File: src/rtl/uart_rx_port.sv
// 8N1 UART receiver with a 16x oversampling tick and a processor read port.
// Flags assert one clk after the stop-sample tick and stay set until a read or reset.
module uart_rx_port #(
   parameter int BAUD_DIV = 326
) (
   input  logic       clk,
   input  logic       reset,
   input  logic       rx,
   input  logic       cs,
   input  logic       read_strobe,
   output logic [7:0] data_out,
   output logic       rx_ready,
   output logic       overrun,
   output logic       framing_err
);

   localparam int CW = (BAUD_DIV > 1) ? $clog2(BAUD_DIV) : 1;
   localparam logic [CW-1:0] TICK_MAX = CW'(BAUD_DIV - 1);

   typedef enum logic [1:0] {IDLE, START, DATA, STOP} state_t;

   state_t          state_q, state_d;
   logic            rx_meta_q, rx_meta_d;
   logic            rx_s_q, rx_s_d;
   logic [CW-1:0]   tick_cnt_q, tick_cnt_d;
   logic [3:0]      tib_q, tib_d;
   logic [2:0]      bit_idx_q, bit_idx_d;
   logic [7:0]      shift_q, shift_d;
   logic            brk_q, brk_d;
   logic [7:0]      data_q, data_d;
   logic            rdy_q, rdy_d;
   logic            ovr_q, ovr_d;
   logic            ferr_q, ferr_d;
   logic            tick;
   logic            rd;

   always_comb begin
      state_d    = state_q;
      rx_meta_d  = rx;
      rx_s_d     = rx_meta_q;
      tick_cnt_d = tick_cnt_q;
      tib_d      = tib_q;
      bit_idx_d  = bit_idx_q;
      shift_d    = shift_q;
      brk_d      = brk_q;
      data_d     = data_q;
      rdy_d      = rdy_q;
      ovr_d      = ovr_q;
      ferr_d     = ferr_q;

      tick       = (tick_cnt_q == TICK_MAX);
      tick_cnt_d = tick ? '0 : tick_cnt_q + 1'b1;

      // Clear first so a flag set later in this block wins over a same-cycle read.
      rd = cs & read_strobe;
      if (rd) begin
         rdy_d  = 1'b0;
         ovr_d  = 1'b0;
         ferr_d = 1'b0;
      end

      case (state_q)
         IDLE: begin
            if (!rx_s_q) begin
               state_d = START;
               tib_d   = 4'd0;
            end
         end
         START: begin
            if (tick) begin
               if (tib_q == 4'd7) begin
                  if (!rx_s_q) begin
                     state_d   = DATA;
                     tib_d     = 4'd0;
                     bit_idx_d = 3'd0;
                  end else begin
                     state_d = IDLE;
                  end
               end else begin
                  tib_d = tib_q + 4'd1;
               end
            end
         end
         DATA: begin
            if (tick) begin
               tib_d = tib_q + 4'd1;
               if (tib_q == 4'd15) begin
                  shift_d[bit_idx_q] = rx_s_q;
                  if (bit_idx_q == 3'd7) state_d = STOP;
                  else                   bit_idx_d = bit_idx_q + 3'd1;
               end
            end
         end
         STOP: begin
            // After a bad stop bit, wait for the line to go idle before re-arming.
            if (brk_q) begin
               if (rx_s_q) begin
                  state_d = IDLE;
                  brk_d   = 1'b0;
               end
            end else if (tick) begin
               tib_d = tib_q + 4'd1;
               if (tib_q == 4'd15) begin
                  if (rx_s_q) begin
                     if (rdy_q) begin
                        ovr_d = 1'b1;
                     end else begin
                        data_d = shift_q;
                        rdy_d  = 1'b1;
                     end
                     state_d = IDLE;
                  end else begin
                     ferr_d = 1'b1;
                     brk_d  = 1'b1;
                  end
               end
            end
         end
         default: state_d = IDLE;
      endcase
   end

   always_ff @(posedge clk) begin
      if (reset) begin
         state_q    <= IDLE;
         rx_meta_q  <= 1'b1;
         rx_s_q     <= 1'b1;
         tick_cnt_q <= '0;
         tib_q      <= 4'd0;
         bit_idx_q  <= 3'd0;
         shift_q    <= 8'h00;
         brk_q      <= 1'b0;
         data_q     <= 8'h00;
         rdy_q      <= 1'b0;
         ovr_q      <= 1'b0;
         ferr_q     <= 1'b0;
      end else begin
         state_q    <= state_d;
         rx_meta_q  <= rx_meta_d;
         rx_s_q     <= rx_s_d;
         tick_cnt_q <= tick_cnt_d;
         tib_q      <= tib_d;
         bit_idx_q  <= bit_idx_d;
         shift_q    <= shift_d;
         brk_q      <= brk_d;
         data_q     <= data_d;
         rdy_q      <= rdy_d;
         ovr_q      <= ovr_d;
         ferr_q     <= ferr_d;
      end
   end

   assign data_out    = data_q;
   assign rx_ready    = rdy_q;
   assign overrun     = ovr_q;
   assign framing_err = ferr_q;

endmodule
File: config.mk
export PLATFORM = sky130hd
export DESIGN_NAME = uart_rx_port
export DESIGN_NICKNAME = d
export VERILOG_FILES = /design/src/rtl/uart_rx_port.sv
export SDC_FILE = /design/constraint.sdc
export NUM_CORES = 1
export LEC_CHECK = 0
export BUFFER_PORTS_ARGS = -buffer_cell sky130_fd_sc_hd__buf_2
export CAP_MARGIN = 20
export CORE_ASPECT_RATIO = 1.5
export CORE_MARGIN = 1.5
export CORE_UTILIZATION = 55
export CTS_BUF_LIST = sky130_fd_sc_hd__clkbuf_2 sky130_fd_sc_hd__clkbuf_4 sky130_fd_sc_hd__clkbuf_8
export CTS_CLUSTER_DIAMETER = 100
export DETAILED_ROUTE_END_ITERATION = 10
export PLACE_DENSITY = 0.77
export SYNTH_ARGS = -nofsm -noshare
export SYNTH_HDL_FRONTEND = slang
export SYNTH_SLANG_ARGS = --single-unit
File: constraint.sdc
create_clock -name clk -period 1.9 [get_ports clk]
set_input_delay 0.095 -clock clk [delete_from_list [all_inputs] [get_ports clk]]
set_output_delay 0.095 -clock clk [all_outputs]
set_load 0.02 [all_outputs]
==> metrics.txt, run 1 <==
synth top area cells dfxtp_1 (42%), a21oi_1 (6.5%), o21ai_0 (4.4%); peak supply drop 663.8 uV; sw power 0.3392 mW; I/O Buffers 15; CP max stage delay 0.55 ns; Setup Skew 0.008782 ns; worst min path class in2reg; Arr. time, crit path 1.98 ns; Finished Layout Cells 288; wire per inst 13.55 um; status complete, no violations; via count 1680; CTS buffer count 5; largest net degree at the start of global routing 36; Clock power frac 42.7%; CTS clk-pin slew, worst paths 0.08 ns; nets 255; Worst-Margin Slew 0.5853 ns; CTS tree yes; Mapped Area 0.001923 mm^2; CTS Sinks 40; Starting DRT DRC Count 44; Cell variety after synth 44; Mapped Nets 232; worst endpoint required time 2.12 ns; CP startpoint tick_cnt_q[1]; most frequent cells in the layout dfxtp_1 (40), a21oi_1 (25), o21ai_0 (17); grt total ovfl 0; CP Max Fanout 9; Setup crit end bit_idx_q[1]; slowest stage cell, crit path or4b_1; Crit Reg-Reg Startpoint tick_cnt_q[1]; vias in the first global route 1635; WP depth 6; ANT cells 0; iteration count of the initial detailed-routing pass 4; initial antenna violation count 0; RSZ-0062 raised after global routing no; RR Endpoint bit_idx_q[1]; Reg power frac 52.7%; Setup CP Type reg2reg; most common cell after layout, fill and taps aside dfxtp_1; Post-synth EDFFs 0; Die Span X 51.28 um; CP Capture Type flip-flop; Synth area leader dfxtp_1; static leakage 0.8249 nW; yosys warns 0; root buf cell clkbuf_8; asr flop ratio synth 0%; endpoints failing setup 0; DIE AREA 0.003868 mm^2; worst path bufs/invs 1; Total GRT Usage 22.98%; internal power 1.283 mW; drt drc 0; Layout area overhead 15.74%; CP top delay family simple AND/OR/NAND/NOR gates; Vert. Die Dim 75.42 um; R2R cell count 6; GP Congestion 0.8300; final period utilization 92.42%; Initial Utilization 56.84%; reg-to-reg slack, setup 0.14 ns; Placed Cells 278; Cells after Synth 222; fin. max-slew vios 0; Worst slew margin 60.98%; Setup Total Neg Slack 0 ns; first-pass GRT wire length 6789 um; total wire length 3903 um; Logic pwr share 4.7%; Setup crit start kind flip-flop; minimum clock period 1.756 ns; Mean Syn Cell Area 8.663 um^2; Top FF cell, synth dfxtp_1; clk_lat worst skew 0.29 ns; IO Count 16; row cnt 26; CTS Buffer Depth 2; Sw Share 20.91%; vias per cell 5.833; Power Density 728.9 mW/mm^2; Seq/Total Area, Yosys 41.64%; Yosys top cell area share 41.64%; CTS HTree Levels 2; crit path cell chain inv_1, ha_1, and4b_2, nand4_2, or4b_1, a21oi_1; number of hold violations in the final report 0; maxcap violations 0; CORE AREA 0.003383 mm^2; FMAX 569.5 MHz; antenna violation net count after detailed routing 0; layout cell share with drive strength beyond 1 20.33%; FF+latch count, synth 40; hpwl dp 2832 um
-- power by group through the flow --
| stage | registers [mW] | logic [mW] | clock network (mW) |
|---|---|---|---|
| after global routing | 0.856 | 0.0865 | 0.742 |
| after floorplan | 0.873 | 0.0451 | 0 |
| after detailed placement | 0.874 | 0.0721 | 0 |
| final | 0.854 | 0.0760 | 0.692 |
| after global placement | 0.873 | 0.0715 | 0 |
| after CTS | 0.854 | 0.0738 | 0.709 |
-- cells by family after synthesis --
group,count (synthesis),synth area share (%)
adder cells (fa/ha/maj),5,3.253
multiplexers,2,1.041
flip-flops,40,41.64
AO/OA/AOI/OAI,61,18.80
XOR/XNOR,7,3.188
AND/OR/NAND/NOR,89,28.56
buffers and inverters,18,3.513
-- synthesized netlist by cell type (all sizes together) (3+ instances only) --
cell type   n
a21oi      25
nand4       5
and3        4
or3         8
nor2       14
nand3      15
ha          5
dfxtp      40
or4         4
o21ai      17
clkbuf     12
or2         3
nand2b      7
xor2        6
inv         6
nor3b       3
nand2      11
-- how the worst min path moves through the flow --
stage / from / to / slack (ns) / cells after the start
3_3_place_gp: rx / rx_meta_q / 0.29 / 2
6_report: read_strobe / framing_err / 0.13 / 4
3_5_place_dp: rx / rx_meta_q / 0.28 / 2
5_1_grt: cs / framing_err / 0.17 / 4
2_1_floorplan: rx / rx_meta_q / 0.20 / 1
4_1_cts: read_strobe / framing_err / 0.12 / 4
-- per-layer routing --
metal	vias up	global-route usage, %	routed length (um)
li1	862	-	-
met3	10	5.490	109
met4	0	11.40	89
met5	-	0	0
met2	27	43.87	2117
met1	781	23.04	1586
-- flip-flops by register name, summed over array words and instances (netlist names), 3 cells and up, named ones only --
| name | count |
|---|---|
| bit_idx_q | 3 |
| tib_q | 4 |
| tick_cnt_q | 9 |
| data_out | 8 |
| shift_q | 8 |
-- worst min-delay path, stage by stage --
cell and delay, ns:
buf_2 0.07, nand2_1 0.08, nand2_1 0.08, a21oi_1 0.05
-- what timing repair did --
item                                   CTS  global route
setup endpoints to repair                0            20
hold buffers                             1             0
resized for setup                        0             3
setup buffers                            0             1
endpoints found under the hold margin    1             0
-- metrics by stage --
stage	hold slack, ns	instance area, um^2	utilization [%]	total power [mW]	setup WS [ns]
2_1_floorplan	0.1988	1923	-	0.9184	0.04335
3_3_place_gp	0.2869	2088	61.72	0.9448	0.05685
3_5_place_dp	0.2820	2088	61.72	0.9458	0.04456
4_1_cts	0.1189	2210	65.31	1.637	0.01190
5_1_grt	0.1730	2226	65.79	1.684	0.009181
6_report	0.1275	2226	65.79	1.623	0.1440
-- area by class of cell --
class,instances,area (um^2)
Fill cell,305,1157
Multi-Input combinational cell,164,1064
Sequential cell,40,800.8
Timing Repair Buffer,28,175.2
Clock buffer,6,76.32
Tap cell,42,52.55
Clock inverter,2,35.03
Inverter,6,22.52
Power figures use the tool's default switching activity.
==> run 2: changes to the inputs <==
--- a/config.mk
+++ b/config.mk
@@ -8,11 +8,12 @@
 export BUFFER_PORTS_ARGS = -buffer_cell sky130_fd_sc_hd__buf_2
 export CAP_MARGIN = 20
 export CORE_ASPECT_RATIO = 1.5
-export CORE_MARGIN = 1.5
+export CORE_MARGIN = 5
 export CORE_UTILIZATION = 55
 export CTS_BUF_LIST = sky130_fd_sc_hd__clkbuf_2 sky130_fd_sc_hd__clkbuf_4 sky130_fd_sc_hd__clkbuf_8
 export CTS_CLUSTER_DIAMETER = 100
 export DETAILED_ROUTE_END_ITERATION = 10
+export MAX_ROUTING_LAYER = met4
 export PLACE_DENSITY = 0.77
 export SYNTH_ARGS = -nofsm -noshare
 export SYNTH_HDL_FRONTEND = slang
==> metrics.txt, run 2 (synthesis gave the netlist of run 1 again) <==
layout cell share with drive strength beyond 1 20.41% (+0.083 points); fin util 65.05% (-0.74 points); CP Max Fanout 7 (-2); Crit Reg-Reg Startpoint tib_q[0]; root buf cell clkbuf_8; ANT cells 0 (unchanged); via count 1681 (+0.060%); FF+latch area 802.0 um^2 (+0.16%); antenna violation net count after detailed routing 0 (unchanged); Biggest register tick_cnt_q; IO Count 16 (unchanged); first-pass GRT wire length 6893 um (+1.5%); CTS Buffer Depth 2 (unchanged); vias per cell 5.857 (+0.41%); I/O Buffers 15 (unchanged); Setup crit start kind flip-flop; static leakage 0.8130 nW (-1.4%); Power Density 683.9 mW/mm^2 (-6.2%); iteration count of the initial detailed-routing pass 4 (unchanged); row cnt 26 (unchanged); Worst-Margin Slew 0.3617 ns (-0.2235 ns); hpwl dp 2881 um (+1.7%); worst slack, placed 0.06046 ns (+0.01590 ns); RSZ-0062 raised after global routing no; status complete, no violations; most frequent cells in the layout dfxtp_1 (39), a21oi_1 (25), o21ai_0 (17); Starting DRT DRC Count 47 (+6.8%); maxcap violations 0 (unchanged); worst endpoint required time 2.13 ns (about the same); Worst Slack Setup Final 0.1422 ns (-0.001823 ns); Total GRT Usage 18.96% (-4.0 points); Worst slew margin 75.79% (+15 points); GP Congestion 0.8544 (+2.9%); CTS clk-pin slew, worst paths 0.07 ns (about the same); Die Span X 58.28 um (+14%); Layout area overhead 14.44%; DIE AREA 0.004803 mm^2 (+24%); endpoints failing setup 0 (unchanged); vias in the first global route 1634 (-0.061%); CTS HTree Levels 2 (unchanged); CORE AREA 0.003383 mm^2 (unchanged); CP startpoint tib_q[0]; CTS Sinks 40 (unchanged); peak supply drop 618.5 uV (-6.8%); wire per inst 13.57 um (+0.14%); reg-to-reg slack, setup 0.14 ns (about the same); largest net degree at the start of global routing 28 (-22%); Arr. time, crit path 1.99 ns (about the same); total wire length 3895 um (-0.20%); number of hold violations in the final report 0 (unchanged); CP Capture Type flip-flop; initial antenna violation count 0 (unchanged); Filler cells 318 (+4.3%); drt drc 0 (unchanged); FMAX 568.9 MHz (-0.10%); Multi-input gate area 0.001064 mm^2 (unchanged); most common cell after layout, fill and taps aside dfxtp_1; hold wc startpoint reset; Vert. Die Dim 82.42 um (+9.3%); grt total ovfl 0 (unchanged); Min-Delay Path Depth 2 (-2); CTS tree yes; worst min path class in2reg; Setup Total Neg Slack 0 ns (unchanged); nets 254 (-0.39%); RR Endpoint bit_idx_q[1]; Initial Utilization 56.84% (unchanged); CTS buffer count 5 (unchanged); Setup CP Type reg2reg; max reg flops 9 (unchanged); fin. max-slew vios 0 (unchanged); final period utilization 92.51% (+0.096 points); R2R cell count 5 (-1); Hold Path End tib_q[2]; Setup Skew 0.005691 ns (-0.003091 ns); minimum clock period 1.758 ns (+0.001823 ns); clk_lat worst skew 0.30 ns (about the same)
## run 2: cell count changes in the layout (fill, tap and decap cells not counted)
cell,previous run,this run
buf_4,12,11
bufinv_16,1,0
clkbuf_4,1,0
clkbuf_8,5,6
clkinv_2,1,2
dfxtp_1,40,39
dfxtp_2,0,1
## run 2: metrics by stage
stage / area [um^2] / total power [mW] / instances / hold slack, ns
2_1_floorplan: 1923 / 0.9184 / 222 / 0.1988
3_3_place_gp: 2081 / 0.9467 / 277 / 0.2785
3_5_place_dp: 2081 / 0.9489 / 277 / 0.2799
4_1_cts: 2183 / 1.519 / 286 / 0.1005
5_1_grt: 2201 / 1.567 / 287 / 0.1203
6_report: 2201 / 1.505 / 287 / 0.1022
## run 2: worst max-delay path by stage
stage,to,slack [ns],cells after the start
floorplan,bit_idx_q[1],0.04,6
detailed placement,tib_q[2],0.06,5
finish,bit_idx_q[1],0.14,5
global route,data_out[7],0.007,6
global placement,tib_q[2],0.09,5
CTS,tib_q[2],0.03,5
## run 2: area by class of cell
| type | count | share of cell area (%) |
|---|---|---|
| multi-input cells | 164 | 48.32 |
| flip-flops and latches | 40 | 36.44 |
| repair buffers | 27 | 7.618 |
| clock buffers | 6 | 3.752 |
| well taps | 42 | 2.388 |
| inverters | 6 | 1.023 |
| clock inverters | 2 | 0.4548 |
## run 2: timing repair
item,CTS,global route
buffers inserted,0,1
gates resized for setup,0,4
hold buffers,1,0
hold endpoints to repair,1,0
endpoints found under the setup margin,0,19
## run 2: report_power, final
group	switching [mW]	internal (mW)
clock	0.282	0.289
combinational	0.0443	0.0348
sequential	0.00834	0.846
total	0.335	1.17
## run 2: critical path: stages, from the launching register on
cell and delay (ns):
dfxtp_1 0.38, ha_1 0.22, and2_2 0.22, nand4_2 0.17, or4b_1 0.55, a21oi_1 0.14
## run 2: metal layers
metal | vias to the layer above | GRT usage (%) | wire length [um]
li1 | 860 | - | -
met1 | 788 | 18.22 | 1601
met2 | 24 | 35.01 | 2037
met3 | 9 | 4.510 | 156
met4 | 0 | 9.049 | 99
met5 | - | - | 0
==> run 3: changes to the inputs <==
--- a/config.mk
+++ b/config.mk
@@ -7,7 +7,7 @@
 export LEC_CHECK = 0
 export BUFFER_PORTS_ARGS = -buffer_cell sky130_fd_sc_hd__buf_2
 export CAP_MARGIN = 20
-export CORE_ASPECT_RATIO = 1.5
+export CORE_ASPECT_RATIO = 1.75
 export CORE_MARGIN = 5
 export CORE_UTILIZATION = 55
 export CTS_BUF_LIST = sky130_fd_sc_hd__clkbuf_2 sky130_fd_sc_hd__clkbuf_4 sky130_fd_sc_hd__clkbuf_8
==> metrics.txt, run 3 (synthesis gave the netlist of run 1 again) <==
Starting DRT DRC Count 26 (-45%); CTS HTree Levels 2 (unchanged); RSZ-0062 raised after global routing yes; CORE AREA 0.003398 mm^2 (+0.44%); Tot Pwr 1.611 mW (+7.0%); iteration count of the initial detailed-routing pass 4 (unchanged); layout cell share with drive strength beyond 1 21.54% (+1.1 points); placed instance area 0.002092 mm^2 (+0.54%); vias per cell 5.869 (+0.21%); nets 255 (+0.39%); Finished Layout Cells 291 (+1.4%); row cnt 28 (+7.7%); Worst-Margin Slew 0.5989 ns (+0.2371 ns); CTS clk-pin slew, worst paths 0.08 ns (about the same); CTS buffer count 5 (unchanged); I/O Buffers 15 (unchanged); maxcap violations 0 (unchanged); most common cell after layout, fill and taps aside dfxtp_1; Placed Cells 281 (+1.4%); CTS Buffer Depth 2 (unchanged); CP Max Fanout 7 (unchanged); ANT cells 0 (unchanged); most frequent cells in the layout dfxtp_1 (39), a21oi_1 (25), o21ai_0 (17); DIE AREA 0.004826 mm^2 (+0.47%); CTS Sinks 40 (unchanged); number of hold violations in the final report 0 (unchanged); worst-case hold slack 0.1048 ns (+0.002610 ns); Power Density 718.5 mW/mm^2 (+5.1%); Total GRT Usage 19.77% (+0.81 points); worst slack, placed 0.008707 ns (-0.05175 ns); initial antenna violation count 0 (unchanged); Initial Utilization 56.59% (-0.25 points); antenna violation net count after detailed routing 0 (unchanged); endpoints failing setup 0 (unchanged); fin. max-slew vios 0 (unchanged); status complete, no violations; first-pass GRT wire length 6906 um (+0.19%); Layout area overhead 16.59%; drt drc 0 (unchanged); CP Capture Type flip-flop; Arr. time, crit path 1.98 ns (about the same); clk_lat worst skew 0.29 ns (about the same); fin area 0.002242 mm^2 (+1.9%); vias in the first global route 1589 (-2.8%); CTS tree yes; via count 1708 (+1.6%); grt total ovfl 0 (unchanged); Die Span X 54.70 um (-6.1%); wire per inst 13.51 um (-0.49%); root buf cell clkbuf_8; final period utilization 92.72% (+0.21 points); worst min path class in2reg; GP Congestion 0.7791 (-8.8%); Biggest register tick_cnt_q; largest net degree at the start of global routing 36 (+29%); Worst Slack Setup Final 0.1383 ns (-0.003956 ns); Setup Total Neg Slack 0 ns (unchanged); Setup Skew 0.008454 ns (+0.002763 ns); fin util 65.98% (+0.93 points); hpwl dp 2896 um (+0.53%); max reg flops 9 (unchanged); worst endpoint required time 2.12 ns (about the same); static leakage 0.8277 nW (+1.8%); IO Count 16 (unchanged); FMAX 567.6 MHz (-0.22%); total wire length 3930 um (+0.90%); Worst slew margin 60.08% (-16 points); minimum clock period 1.762 ns (+0.003956 ns); peak supply drop 746.4 uV (+21%); Setup CP Type reg2reg; Vert. Die Dim 88.23 um (+7.0%); Setup crit start kind flip-flop
run 3: cell types whose count changed in the layout (fill, tap and decap cells not counted):
cell       before  now
a31oi_1         1    0
buf_4          11   12
or3_4           0    1
clkbuf_4        0    1
bufinv_16       0    1
or3_1           8    7
clkbuf_8        6    5
a31oi_2         0    1
clkinv_2        2    1
run 3: critical path, stage by stage, from the launching register on:
cell,delay (ns)
dfxtp_1,0.34
inv_1,0.06
ha_1,0.13
and4b_2,0.31
nand4_2,0.16
or4b_1,0.55
a21oi_1,0.14
run 3: layout make-up:
| cell class | count | area, um^2 |
|---|---|---|
| clock buffer | 6 | 76.32 |
| multi-input combinational | 164 | 1075 |
| clock inverter | 2 | 35.03 |
| sequential | 40 | 802.0 |
| fill | 322 | 1156 |
| inverter | 6 | 22.52 |
| tap | 45 | 56.30 |
| timing repair buffer | 28 | 175.2 |
run 3: power by group:
group / internal (mW) / switching, mW / leakage, nW
combinational: 0.0307 / 0.0414 / 0.445
clock: 0.404 / 0.279 / 0.0586
sequential: 0.846 / 0.00994 / 0.324
run 3: final timing paths:
| path | cells after the start | startpoint | slack [ns] | end |
|---|---|---|---|---|
| setup / recovery | 6 | tick_cnt_q[1] | 0.14 | bit_idx_q[2] |
| hold / removal | 4 | read_strobe | 0.10 | framing_err |
| setup reg to reg | 6 | tick_cnt_q[1] | 0.14 | bit_idx_q[2] |
| hold reg to reg | 1 | rx_meta_q | 0.42 | rx_s_q |
run 3: timing repair:
| action | CTS | global route |
|---|---|---|
| hold buffers | 1 | 0 |
| setup buffers | 0 | 1 |
| endpoints found under the setup margin | 1 | 14 |
| gates cloned | 0 | 0 |
| hold endpoints to repair | 1 | 0 |
| gates resized for setup | 1 | 5 |
| pin swaps | 0 | 1 |
run 3: metal layers:
layer | GRT usage, % | part of all wire, % | up-vias
met5 | - | 0 | -
met4 | 9.524 | 2.8 | 0
met3 | 4.553 | 4.3 | 11
met2 | 34.91 | 55 | 34
met1 | 19.24 | 38 | 806
li1 | - | - | 857
